--- config.mk ---
export PLATFORM = sky130hd
export DESIGN_NAME = johnson_monitor
export DESIGN_NICKNAME = d
export VERILOG_FILES = /design/src/rtl/johnson_monitor.sv
export SDC_FILE = /design/constraint.sdc
export NUM_CORES = 1
export LEC_CHECK = 0
export CAP_MARGIN = 10
export CORE_MARGIN = 2
export CORE_UTILIZATION = 45
export CTS_CLUSTER_SIZE = 14
export DETAILED_ROUTE_END_ITERATION = 10
export PLACE_DENSITY = 0.73
export SLEW_MARGIN = 0
export SYNTH_ARGS = -nofsm -noshare
export SYNTH_HDL_FRONTEND = slang
export SYNTH_SLANG_ARGS = --single-unit
--- constraint.sdc ---
create_clock -name clk -period 2.28 [get_ports clk]
set_clock_uncertainty 0.1 [all_clocks]
set_input_delay 0.228 -clock clk [delete_from_list [all_inputs] [get_ports clk]]
set_output_delay 0.228 -clock clk [all_outputs]
set_load 0.1 [all_outputs]
--- src/rtl/johnson_monitor.sv ---
// Receive-side checker for an 8-bit Johnson counter bus: decodes each
// sampled code, checks for +1 steps, acquires lock and counts errors.
module johnson_monitor #(
   parameter int LOCK_COUNT = 4,
   parameter int ERR_WIDTH  = 8
) (
   input  logic                 clk,
   input  logic                 rst_n,
   input  logic [7:0]           jc_in,
   input  logic                 sample_en,
   input  logic                 clear_err,
   output logic [3:0]           index,
   output logic                 code_valid,
   output logic                 locked,
   output logic                 err_pulse,
   output logic                 wrap_pulse,
   output logic [ERR_WIDTH-1:0] err_count
);

   typedef enum logic {
      S_SEARCH = 1'b0,
      S_LOCKED = 1'b1
   } state_e;

   state_e               state_q, state_d;
   logic [3:0]           prev_idx_q, prev_idx_d;
   logic                 prev_ok_q, prev_ok_d;
   logic [3:0]           run_q, run_d;
   logic [ERR_WIDTH-1:0] err_q, err_d;
   logic                 errp_q, errp_d;
   logic                 wrap_q, wrap_d;

   logic [3:0]           dec_idx;
   logic                 dec_ok;
   logic [3:0]           nxt_idx;
   logic [4:0]           run_inc;
   logic [ERR_WIDTH-1:0] cnt_base;
   logic                 good;

   // Code for index k: low k ones for k<=8, then ones shifted up by k-8.
   function automatic logic [7:0] jc_code(input logic [3:0] k);
      logic [15:0] t;
      if (k <= 4'd8) t = 16'h00FF >> (4'd8 - k);
      else           t = 16'h00FF << (k - 4'd8);
      return t[7:0];
   endfunction

   always_comb begin
      dec_idx = 4'd0;
      dec_ok  = 1'b0;
      for (int k = 0; k < 16; k++) begin
         if (jc_in == jc_code(4'(k))) begin
            dec_idx = 4'(k);
            dec_ok  = 1'b1;
         end
      end
   end

   assign nxt_idx = prev_idx_q + 4'd1;
   assign run_inc = {1'b0, run_q} + 5'd1;
   assign good    = prev_ok_q && dec_ok && (dec_idx == nxt_idx);

   always_comb begin
      state_d    = state_q;
      prev_idx_d = prev_idx_q;
      prev_ok_d  = prev_ok_q;
      run_d      = run_q;
      errp_d     = 1'b0;
      wrap_d     = 1'b0;
      cnt_base   = clear_err ? '0 : err_q;
      err_d      = cnt_base;
      if (sample_en) begin
         unique case (state_q)
            S_SEARCH: begin
               if (good && run_inc == 5'(LOCK_COUNT)) begin
                  state_d = S_LOCKED;
                  run_d   = 4'd0;
               end else if (good) begin
                  run_d = run_inc[3:0];
               end else begin
                  run_d = 4'd0;
               end
            end
            S_LOCKED: begin
               if (good) begin
                  wrap_d = (prev_idx_q == 4'hF) && (dec_idx == 4'd0);
               end else begin
                  errp_d  = 1'b1;
                  state_d = S_SEARCH;
                  run_d   = 4'd0;
                  // clear wins first, then the error still counts
                  if (~&cnt_base) err_d = cnt_base + 1'b1;
               end
            end
         endcase
         prev_ok_d  = dec_ok;
         prev_idx_d = dec_idx;
      end
   end

   always_ff @(posedge clk or negedge rst_n) begin
      if (!rst_n) begin
         state_q    <= S_SEARCH;
         prev_idx_q <= 4'd0;
         prev_ok_q  <= 1'b0;
         run_q      <= 4'd0;
         err_q      <= '0;
         errp_q     <= 1'b0;
         wrap_q     <= 1'b0;
      end else begin
         state_q    <= state_d;
         prev_idx_q <= prev_idx_d;
         prev_ok_q  <= prev_ok_d;
         run_q      <= run_d;
         err_q      <= err_d;
         errp_q     <= errp_d;
         wrap_q     <= wrap_d;
      end
   end

   assign index      = prev_idx_q;
   assign code_valid = prev_ok_q;
   assign locked     = (state_q == S_LOCKED);
   assign err_pulse  = errp_q;
   assign wrap_pulse = wrap_q;
   assign err_count  = err_q;

endmodule

After elaboration in Yosys (flattened, before gate mapping)
Cells that the tools add are included.

word-level totals
  register bits after elaboration = 20
  bits of input ports = 12

operators by class
  add/subtract/negate cells = 3
  equal/unequal tests = 19
  multiplexer cells = 49
  bitwise operators = 1
  reductions and logical operators = 8

operator list
  cell                                                              number
  8-bit == test (second input constant)                             8
  4-bit two-way mux                                                 16
  8-bit two-way mux                                                 5
  1-bit two-way mux                                                 25
  8-bit by 1-bit adder with 8-bit output (second input constant)    1
  8-bit by 1-bit == test with 1-bit output (second input constant)  1
  8-bit by 2-bit == test with 1-bit output (second input constant)  1
  8-bit by 3-bit == test with 1-bit output (second input constant)  1
  8-bit by 4-bit == test with 1-bit output (second input constant)  1
  8-bit by 5-bit == test with 1-bit output (second input constant)  1
  8-bit by 6-bit == test with 1-bit output (second input constant)  1
  8-bit by 7-bit == test with 1-bit output (second input constant)  1
  8-bit zero test                                                   1
  4-bit case mux with 2 select lines                                1
  8-bit AND reduction                                               1
  4-bit by 1-bit adder with 5-bit output (second input constant)    1
  5-bit by 3-bit == test with 1-bit output (second input constant)  1
  4-bit by 1-bit adder with 4-bit output (second input constant)    1
  4-bit == test                                                     1
  4-bit == test (second input constant)                             1
  1-bit logical AND                                                 4
  4-bit zero test                                                   1
  2-bit two-way mux                                                 1
  2-bit inequality test (second input constant)                     1
  3 further kinds                                                   3

Logic depth before layout (Yosys ltp)
Gate-level depths: netlist of the first run.

  depth after elaboration = 22
  depth in mapped cells = 11
  mapped depth without buffers = 8

Worst setup path before layout of the first run
OpenSTA, ideal clock, no wires.

  path type = input to register
  start = in jc_in[3]
  end = reg err_q[1], in the netlist err_count[1]
  library setup time = 125 ps
  arrival = 2576 ps
  slack = -521 ps
  stages on the path = 10
  buffers on the path = 2
  path through = buf_6 > or4_4 > or3_2 > o211a_1 > xor2_1 > nand3_1 > or3_1 > buf_6 > nand3_1 > mux2_2

between the ends
  cells in the longest elaborated chain, start to end = 22
  elaborated cells on any way between the ends = 53
  those cells by class = 16 x eq/ne; 34 x mux; 3 x reduce/logical

ends and longest elaborated chain
  what                                                                                               line  source
  start: declaration                                                                                 9     input logic [7:0] jc_in,
  parallel branches: the longest is 18 deep, another holds 8-bit by 1-bit == test with 1-bit output  -
  1-bit logical AND *                                                                                61    assign good = prev_ok_q && dec_ok && (dec_idx == nxt_idx);
  8-bit two-way mux *                                                                                85    if (good) begin
  8-bit two-way mux *                                                                                73    unique case (state_q)
  8-bit two-way mux *                                                                                72    if (sample_en) begin
  via err_d[1]                                                                                       29    logic [ERR_WIDTH-1:0] err_q, err_d;
  end signal: assignment                                                                             115   err_q <= err_d;
  end: declaration                                                                                   29

Mark *: on every way through the listed nets, which the timed path passes.
A chain may end at the register's enable or synchronous reset.

Worst setup path in the final report of the first run
  start = in jc_in[3]
  end = reg err_q[4], in the netlist err_count[4]

The elaborated chain is that of the path after synthesis.

==> results.md, run 1 <==
- Adder-cell area share of the yosys netlist: 2.71%
- RR Endpoint: err_count[4]
- RSZ-0062 raised after global routing: yes
- Total power per unit cell area: 419 nW/µm²
- Startpoint types: input pin
- Die ar.: 3540 µm²
- Synth Area in XOR/XNOR: 7.57%
- Tcrit/Tclk final: 101%
- Avg Synthesized Cell Area: 9.25 µm²
- Worst-path fanout max: 5
- Hold Slack: 0.133 ns
- FF+latch count, synth: 20
- Dominant cells by area after synthesis: dfrtp_1, xnor2_1, mux2i_1
- Synth Area in Compound Gates: 13.4%
- Drt total wl: 3.57 mm
- Netlist Area Pre-Place: 1390 µm²
- Post-synth EDFFs: 0
- Final Hold Viols: 0
- Hold Buf Count CTS: 0
- Layout cells sized above 1: 37.1%
- Max-slew violations: 0
- Synth top area share: 36.1%
- CTS tree: built
- Buf+Inv Stages, Crit Path: 1
- Syn_nets: 165
- Fillers: 243
- Synth warn: 0
- Storage cell area: 503 µm²
- Measured slew at the worst slew-check pin: 0.408 ns
- Max Fclk: 0.435 GHz
- Cell family with the largest share of critical-path delay: simple AND/OR/NAND/NOR gates
- DR iter-0 viols: 93
- Final worst slack: -0.0187 ns
- Max Cap Viol: 0
- DR vias/cell: 5.69
- Clock sinks: 20
- Vias: 1355
- Clk slew on worst S/H paths: 0.13 ns
- Post-layout min period: 2.30 ns
- Die Span Y: 59.5 µm
- Fraction of registers with async set/reset: 100%
- Multi-input logic area: 870 µm²
- Rows: 20
- Total Nets Final: 221
- DRT Pass-1 Iters: 4
- RePlAce Congestion: 0.873
- PortBufs: 27
- Total track usage: 20.9%
- Cell variety after synth: 44
- Clock Tree Root: clkbuf_4
- Crit Path Class: input pin to flop
- Worst R2R Start: err_count[1]
- Ys flop type: dfrtp_1
- Final HPWL DP: 2.59 mm
- Post-place setup slack: -0.819 ns
- Register area share after synthesis: 36.1%
- Final ANT Viol Nets: 0
- Largest family of logic cells by synthesized area: simple AND/OR/NAND/NOR gates
- Htree depth: 1
- Crit. End Element: flop
- Number of global-route vias before repair: 1239
- GR Overflow Total: 0
- Slowest-stage cell, CP: or4_4
- Status: finished with violations
- Number of remaining DRC errors: 0
- Rel. slew slack: 72.5%
- Antenna violations before repair: 0
- Cell repeated most along the worst path: or3_4
- Failing checks: negative setup slack
- Mux contribution to synthesized area: 7.12%
- Min-Delay Path Class: input pin to async pin
- CTS Buffer Depth: 2
- Worst skew pair latency: 0.32 ns
- Initial Util: 46.2%
- Area Growth Syn to Fin: 40.9%
- Largest net degree at the start of global routing: 21
- Core footprint: 3000 µm²
- Lkg Pwr: 0.931 nW
- Worst IR Drop VDD: 0.000401 V
- Final Setup Violations: 1
- Worst Reg-to-Reg Cells: 7
- Critical path required time: 2.40 ns
- Ports: 28
- Flop2flop setup slack: 0.12 ns
- Die width: 59.5 µm
- First-pass GRT wire length: 5.68 mm
- Simple logic cell fraction of the synthesized area: 28.0%
- CP max stage delay: 0.54 ns
- Synth area leader: dfrtp_1
- Diodes inserted: 0
- Crit path cell chain: buf_6 -> or4_4 -> or3_4 -> o211a_1 -> xor2_1 -> nand3_1 -> or3_4 -> and4_4 -> mux2_4
- Routed len/inst: 15.0 µm
- Total CTS buffers: 3
- Post-Synthesis Cells: 150
- WP data arrival: 2.42 ns
-- timing repair --
item                                    4_1_cts  5_1_grt
endpoints found under the setup margin       15       15
gates cloned                                  0        0
pin swaps                                     7        7
setup buffers                                 3        1
resized for setup                            23        7
-- per-layer routing --
layer,track usage (%),vias up,share of wire (%)
li1,-,657,-
met5,0,-,0
met3,3.28,5,4.7
met2,31.6,40,47
met4,5.71,0,1.1
met1,31.0,653,47
-- flip-flops by register name, indices dropped and copies added (netlist names) --
signal and flops:
err_pulse 1, locked 1, run_q 4, code_valid 1
err_count 8, index 4, wrap_pulse 1
-- through the flow --
stage / TNS [ns] / utilization (%) / cells / total power [mW] / instance area (µm²)
2_1_floorplan: -4.08 / - / 150 / 0.451 / 1410
3_3_place_gp: -9.45 / 60.9 / 230 / 0.516 / 1830
3_5_place_dp: -10.69 / 60.9 / 230 / 0.519 / 1830
4_1_cts: -0.464 / 64.0 / 237 / 0.818 / 1920
5_1_grt: -0.173 / 65.1 / 238 / 0.849 / 1960
6_report: -0.0187 / 65.1 / 238 / 0.819 / 1960
-- kinds of logic after synthesis --
family	count (synthesis)
mux	9
fa+ha+maj	3
simple gates	66
buf+inv	13
xor+xnor	12
compound gates	27
flops	20
-- power by group --
group          internal [mW]  leakage, nW  switching, mW
Combinational         0.0616        0.630         0.0911
Sequential             0.359        0.273        0.00450
Clock                  0.178       0.0279          0.124
Total                  0.599        0.931          0.220
-- placed cells by master, fill, tap and decap left out, types with 3 or more instances in the layout --
| cell | netlist | final |
|---|---|---|
| buf_4 | 0 | 46 |
| dfrtp_1 | 20 | 18 |
| nand2_1 | 10 | 10 |
| nor2_1 | 10 | 9 |
| nor2b_1 | 7 | 7 |
| nand3_1 | 9 | 7 |
| xnor2_1 | 8 | 7 |
| inv_1 | 6 | 6 |
| a21oi_1 | 7 | 6 |
| nand2b_1 | 4 | 4 |
| xor2_1 | 4 | 4 |
| mux2i_1 | 5 | 4 |
| o21ai_1 | 1 | 4 |
| and3_1 | 4 | 4 |
| nand4b_1 | 3 | 3 |
| o21ai_0 | 6 | 3 |
| nand4_1 | 3 | 3 |
| ha_1 | 3 | 3 |
| clkbuf_4 | 0 | 3 |
| clkdlybuf4s50_1 | 0 | 3 |
| buf_6 | 3 | 3 |
-- how the worst max path moves through the flow --
stage | cells past startpoint | from | to | slack [ns]
after floorplan | 10 | jc_in[3] | err_count[4] | -0.43
after global placement | 9 | jc_in[1] | err_count[4] | -0.74
after detailed placement | 9 | jc_in[1] | err_count[4] | -0.82
after CTS | 9 | jc_in[4] | err_count[4] | -0.13
after global routing | 9 | jc_in[3] | err_count[4] | -0.04
final | 9 | jc_in[3] | err_count[4] | -0.02
-- area by class of cell --
cell class / instances / share of cell area [%]
multi-input combinational: 117 / 44.5
sequential: 20 / 25.7
timing repair buffer: 58 / 23.9
tap: 33 / 2.11
clock inverter: 1 / 1.54
clock buffer: 3 / 1.15
inverter: 6 / 1.15
-- synthesized netlist by cell type, types with 5 or more instances --
master / number
dfrtp_1: 20
o21ai_0: 6
nor2_1: 10
nor2b_1: 7
inv_1: 6
xnor2_1: 8
nand3_1: 9
mux2i_1: 5
nand2_1: 10
a21oi_1: 7
(Power assumes the default switching activity.)
==> run 2, diff against run 1 <==
Settings changed: ABC_CLOCK_PERIOD_IN_PS set to 2280.
==> results of run 2 <==
No change in the layout: final DEF, timing and power equal those of run 1.
==> run 3, diff against run 2 <==
Settings changed: ABC_AREA set to 0, CAP_MARGIN 10 to not set, CTS_CLUSTER_SIZE 14 to not set.
==> results of run 3 <==
No change in the layout: final DEF, timing and power equal those of run 1.
